File: src/rtl/pipelined_controller.sv
// Hazard and halt controller for an in-order pipeline: scoreboard of in-flight
// writers after ID, load-use stall, one-hot forwarding select, ecall drain/halt.
module pipelined_controller #(
    parameter int STAGES = 3,
    parameter int REG_W  = 5
) (
    input  logic [4:0]        LOGISIM_CLOCK_TREE_0,
    input  logic              nRESET,
    input  logic              id_valid,
    input  logic [4:0]        OP,
    input  logic [4:0]        Funct,
    input  logic              IR21,
    input  logic [REG_W-1:0]  rs1,
    input  logic [REG_W-1:0]  rs2,
    input  logic [REG_W-1:0]  rd,
    input  logic              branch_taken,
    input  logic              resume,
    output logic              stall,
    output logic              flush,
    output logic [STAGES-2:0] fwd_a,
    output logic [STAGES-2:0] fwd_b,
    output logic              halt,
    output logic              uret
);

    localparam logic [4:0] OPC_LOAD   = 5'b00000;
    localparam logic [4:0] OPC_STORE  = 5'b01000;
    localparam logic [4:0] OPC_BRANCH = 5'b11000;
    localparam logic [4:0] OPC_JAL    = 5'b11011;
    localparam logic [4:0] OPC_JALR   = 5'b11001;
    localparam logic [4:0] OPC_OP     = 5'b01100;
    localparam logic [4:0] OPC_OPIMM  = 5'b00100;
    localparam logic [4:0] OPC_LUI    = 5'b01101;
    localparam logic [4:0] OPC_AUIPC  = 5'b00101;
    localparam logic [4:0] OPC_SYSTEM = 5'b11100;

    typedef enum logic [1:0] {S_RUN, S_DRAIN, S_HALT} state_t;

    typedef struct packed {
        logic             valid;
        logic [REG_W-1:0] rd;
        logic             is_load;
    } sb_entry_t;

    logic       w_clk;
    logic       w_unused_bits;
    state_t     r_state;
    state_t     w_state_next;
    sb_entry_t  r_sb [1:STAGES];

    logic w_rs1_used, w_rs2_used, w_wr, w_is_load, w_is_sys;
    logic w_writes_rd, w_load_use, w_issue, w_sb_any;

    assign w_clk         = LOGISIM_CLOCK_TREE_0[4];
    // Only bit 4 of the clock tree is a real clock; Funct carries no decode-relevant info here.
    assign w_unused_bits = ^{LOGISIM_CLOCK_TREE_0[3:0], Funct};

    // NOTE: every output of a combinational block gets a default first so no path infers a latch.
    always_comb begin
        w_rs1_used = 1'b0;
        w_rs2_used = 1'b0;
        w_wr       = 1'b0;
        w_is_load  = 1'b0;
        w_is_sys   = 1'b0;
        case (OP)
            OPC_LOAD:   begin w_rs1_used = 1'b1; w_wr = 1'b1; w_is_load = 1'b1; end
            OPC_STORE:  begin w_rs1_used = 1'b1; w_rs2_used = 1'b1; end
            OPC_BRANCH: begin w_rs1_used = 1'b1; w_rs2_used = 1'b1; end
            OPC_JAL:    w_wr = 1'b1;
            OPC_JALR:   begin w_rs1_used = 1'b1; w_wr = 1'b1; end
            OPC_OP:     begin w_rs1_used = 1'b1; w_rs2_used = 1'b1; w_wr = 1'b1; end
            OPC_OPIMM:  begin w_rs1_used = 1'b1; w_wr = 1'b1; end
            OPC_LUI:    w_wr = 1'b1;
            OPC_AUIPC:  w_wr = 1'b1;
            OPC_SYSTEM: w_is_sys = 1'b1;
            default:    ;
        endcase
    end

    assign w_writes_rd = w_wr && (rd != '0);

    assign w_load_use = id_valid && r_sb[1].valid && r_sb[1].is_load &&
                        ((w_rs1_used && (rs1 == r_sb[1].rd)) ||
                         (w_rs2_used && (rs2 == r_sb[1].rd)));

    // Written without referring to stall so the FSM block below stays loop-free.
    assign w_issue = nRESET && id_valid && (r_state == S_RUN) && !branch_taken && !w_load_use;

    always_comb begin
        w_sb_any = 1'b0;
        for (int k = 1; k <= STAGES; k++) w_sb_any = w_sb_any | r_sb[k].valid;
    end

    always_comb begin
        w_state_next = r_state;
        stall        = 1'b0;
        halt         = 1'b0;
        case (r_state)
            S_RUN: begin
                stall = w_load_use && !branch_taken;
                if (w_issue && w_is_sys && !IR21) w_state_next = S_DRAIN;
            end
            S_DRAIN: begin
                stall = 1'b1;
                if (!w_sb_any) w_state_next = S_HALT;
            end
            S_HALT: begin
                stall = 1'b1;
                halt  = 1'b1;
                if (resume) w_state_next = S_RUN;
            end
            default: w_state_next = S_RUN;
        endcase
    end

    assign flush = nRESET && branch_taken;
    assign uret  = w_issue && w_is_sys && IR21;

    // Scan oldest-to-youngest so the youngest matching producer wins; entry STAGES is excluded.
    always_comb begin
        fwd_a = '0;
        fwd_b = '0;
        if (id_valid && !stall) begin
            for (int k = STAGES - 1; k >= 1; k--) begin
                if (r_sb[k].valid && w_rs1_used && (rs1 == r_sb[k].rd)) begin
                    fwd_a        = '0;
                    fwd_a[k-1]   = 1'b1;
                end
                if (r_sb[k].valid && w_rs2_used && (rs2 == r_sb[k].rd)) begin
                    fwd_b        = '0;
                    fwd_b[k-1]   = 1'b1;
                end
            end
        end
    end

    // NOTE: state uses non-blocking assignments so every entry shifts from its pre-edge value.
    always_ff @(posedge w_clk or negedge nRESET) begin
        if (!nRESET) begin
            r_state <= S_RUN;
            // NOTE: the scoreboard is a handful of flops, not a RAM, so it is cleared on reset.
            for (int k = 1; k <= STAGES; k++) r_sb[k] <= '0;
        end else begin
            r_state <= w_state_next;
            r_sb[1] <= w_issue ? sb_entry_t'{w_writes_rd, rd, w_is_load} : '0;
            for (int k = 2; k <= STAGES; k++) r_sb[k] <= r_sb[k-1];
        end
    end

endmodule
File: config.mk
export PLATFORM = sky130hd
export DESIGN_NAME = pipelined_controller
export DESIGN_NICKNAME = d
export VERILOG_FILES = /design/src/rtl/pipelined_controller.sv
export SDC_FILE = /design/constraint.sdc
export NUM_CORES = 1
export LEC_CHECK = 0
export BUFFER_PORTS_ARGS = -buffer_cell sky130_fd_sc_hd__buf_4
export CAP_MARGIN = 30
export CORE_MARGIN = 8
export CORE_UTILIZATION = 49
export CTS_BUF_LIST = sky130_fd_sc_hd__clkbuf_4
export DETAILED_ROUTE_END_ITERATION = 16
export PLACE_DENSITY = 0.9
export SETUP_SLACK_MARGIN = 0.4
export SYNTH_ARGS = -nofsm -noshare
export SYNTH_HDL_FRONTEND = slang
export SYNTH_SLANG_ARGS = --single-unit
File: constraint.sdc
create_clock -name LOGISIM_CLOCK_TREE_0 -period 2.05 [get_ports LOGISIM_CLOCK_TREE_0]
set_input_delay 0.41 -clock LOGISIM_CLOCK_TREE_0 [delete_from_list [all_inputs] [get_ports LOGISIM_CLOCK_TREE_0]]
set_output_delay 0.41 -clock LOGISIM_CLOCK_TREE_0 [all_outputs]
set_load 0.01 [all_outputs]
==> metrics <==
clock-pin slew on the worst setup and hold paths=90 ps; Pwr per Cell Area=716 nW/µm²; H-tree levels=1; vias in the first global route=1018; Crit. Startpoint=r_state[1]; via density per instance=5.44; Yosys top cell by area=dfrtp_1; Worst-Skew Late Latency=roughly 270 ps; FP Rows=16; reg-to-reg critical path startpoint=r_state[1]; drt pass-1 iters=4; initial antenna violation count=0; crit end category=primary output; min-delay src=rd[1]; crit path launch type=register; total grt overflow=0; sequential fraction of the synthesis area=0.380; WP data arrival=1750 ps; Synth top cells by count=dfrtp_1, xnor2_1, and3_1, nand2_1; FF+latch count, synth=16; layout cells sized above 1=0.431; post-detailed-routing wire length=~2900 µm; drt wl/cell=16.3 µm; violation count after the first detailed-route iteration=35; DRC errors left=0; area delta synth->final=44.1%; nets@finish=194; Synth top area share=0.380; Final Max Tran Viols=0; IO Pins=between 40 and 50; number of enable flip-flop cells after synthesis=0; Final setup viols=3; antenna viol nets, final=0; Synthesis Warnings=0; Max Cap Violations=0; Mapped Nets=148; TritonCTS clock tree=yes; critical path peak fanout=4; GPL Wtd Cong=0.831; CTS max path bufs=2; dpl cell area=1350 µm²; Least-Margin Pin Slew=between 600 and 700 ps; port bufs=33; first-pass GRT wire length=roughly 4500 µm; skew final=4.78 ps; failing checks=negative setup slack; post-synth cell types=33; max_slew headroom=0.557; core footprint=2000 µm²; Setup CP Type=reg -> out; ranking of synthesized cells by area=dfrtp_1, xnor2_1, ha_1; status=complete, but fails checks; Mapped Cells=108; count leader, synth=dfrtp_1; design area=1520 µm²; largest net degree at the start of global routing=17; Fillers=153; Vias=979; number of CTS-inserted buffers=3; Final min period=2160 ps; worst min-delay path class=in -> reg; Worst VDD drop=624 µV; n_diodes=0; die area=3890 µm²; mapped cell area=1050 µm²; Avg Cell Area, Syn=9.77 µm²; Post-synth top flop=dfrtp_1; Die Wd=between 60 and 70 µm; Power Total=1.09 mW; Worst Path Required=1640 ps; Final Hold Vio Count=0; Pleak=0.706 nW; detailed placement HPWL=2200 µm; clk sinks=16; Max Clock Freq=463 MHz; hold slack=~370 ps; crit share post-route=1.05; async set-reset flop share out of synthesis=1.00; CTS root buf=clkbuf_4; RSZ-0062 raised after global routing=true; Die H=just over 60 µm; initial core utilization=0.527; setup ws final=-110 ps; Global Route Usage Sum=0.137
==> registers in the layout, indices dropped and copies added, names as in the netlist <==
signal / flops
r_state: 2
r_sb: 14
==> logic make-up (layout without fill, tap and decap cells) <==
family	after synthesis	after routing	share of synthesized area
AND/OR/NAND/NOR	51	51	0.287
multiplexers	2	2	0.0214
AO/OA/AOI/OAI	8	8	0.0617
XOR/XNOR	20	20	0.166
adder cells (fa/ha/maj)	5	5	0.0593
buffers and inverters	6	51	0.0249
flip-flops	16	16	0.380
==> cells in the final DEF (no fill, tap or decap), types with 2 or more instances in the layout <==
| cell type | synthesis | routed |
|---|---|---|
| and3_1 | 9 | 8 |
| buf_4 | 1 | 39 |
| buf_6 | 0 | 3 |
| clkbuf_4 | 0 | 3 |
| dfrtp_1 | 16 | 15 |
| ha_1 | 5 | 3 |
| inv_1 | 4 | 2 |
| inv_2 | 0 | 2 |
| nand2_1 | 8 | 8 |
| nand3_1 | 7 | 5 |
| nand3_2 | 0 | 2 |
| nand4_1 | 2 | 2 |
| nor2_1 | 7 | 6 |
| nor2_2 | 1 | 2 |
| nor3_1 | 2 | 2 |
| nor3_2 | 3 | 3 |
| nor4_1 | 4 | 2 |
| xnor2_1 | 15 | 13 |
| xnor2_2 | 0 | 2 |
| xor2_1 | 5 | 5 |
==> metal layers <==
layer / GRT usage / vias up / share of wire
met1: 0.157 / 456 / 0.43
met4: 0.0712 / 0 / 0.018
met5: 0 / - / 0
met3: 0.0358 / 4 / 0.071
met2: 0.228 / 41 / 0.48
li1: - / 478 / -
==> worst max-delay path, cell delays in order, from the launching register on <==
cell,delay [ps]
dfrtp_1,420
inv_2,70
ha_4,160
nor2b_4,130
nand3b_1,100
nand4_1,150
nor4_1,250
buf_4,180
==> report_power, final <==
group | total [mW] | internal (mW) | switching (mW) | leakage, nW
clock | 0.157 | 0.0704 | 0.0864 | 0.0154
sequential | 0.380 | 0.346 | 0.0342 | 0.218
combinational | 0.551 | 0.306 | 0.244 | 0.473
==> per-stage QoR <==
stage / utilization / cells / setup TNS, ps / setup WS [ps]
6_report: 0.759 / 180 / -275 / -110
5_1_grt: 0.759 / 180 / -774 / -201
4_1_cts: 0.737 / 177 / -182 / -40.8
3_5_place_dp: 0.673 / 167 / 0 / 84.5
3_3_place_gp: 0.673 / 167 / 0 / 118
2_1_floorplan: - / 108 / 0 / 306
==> final timing paths <==
kind | to | slack, ps | cells past startpoint
worst max-delay path | fwd_b[0] | -110 | 7
worst min register to register | r_sb[9] | 450 | 0
worst min-delay path | r_sb[16] | 370 | 2
max in group asynchronous | r_sb[18] | 860 | 2
min in group asynchronous | r_state[1] | 720 | 2
worst max register to register | r_state[1] | 120 | 8
==> layout make-up <==
type	count	area (µm²)	area share
repair buffers	43	337	0.221
clock buffers	3	22.5	0.0148
inverters	4	15.0	0.00988
clock inverters	1	3.75	0.00247
multi-input cells	86	707	0.465
well taps	27	33.8	0.0222
flip-flops and latches	16	402	0.264
==> repair_timing <==
action,in CTS,in global routing
endpoints found under the setup margin,8,11
hold endpoints to repair,16,0
gates resized for setup,11,5
buffers inserted,5,3
hold buffers,1,0
pin swaps,7,7
No activity file was read; power rests on OpenSTA's default activity.
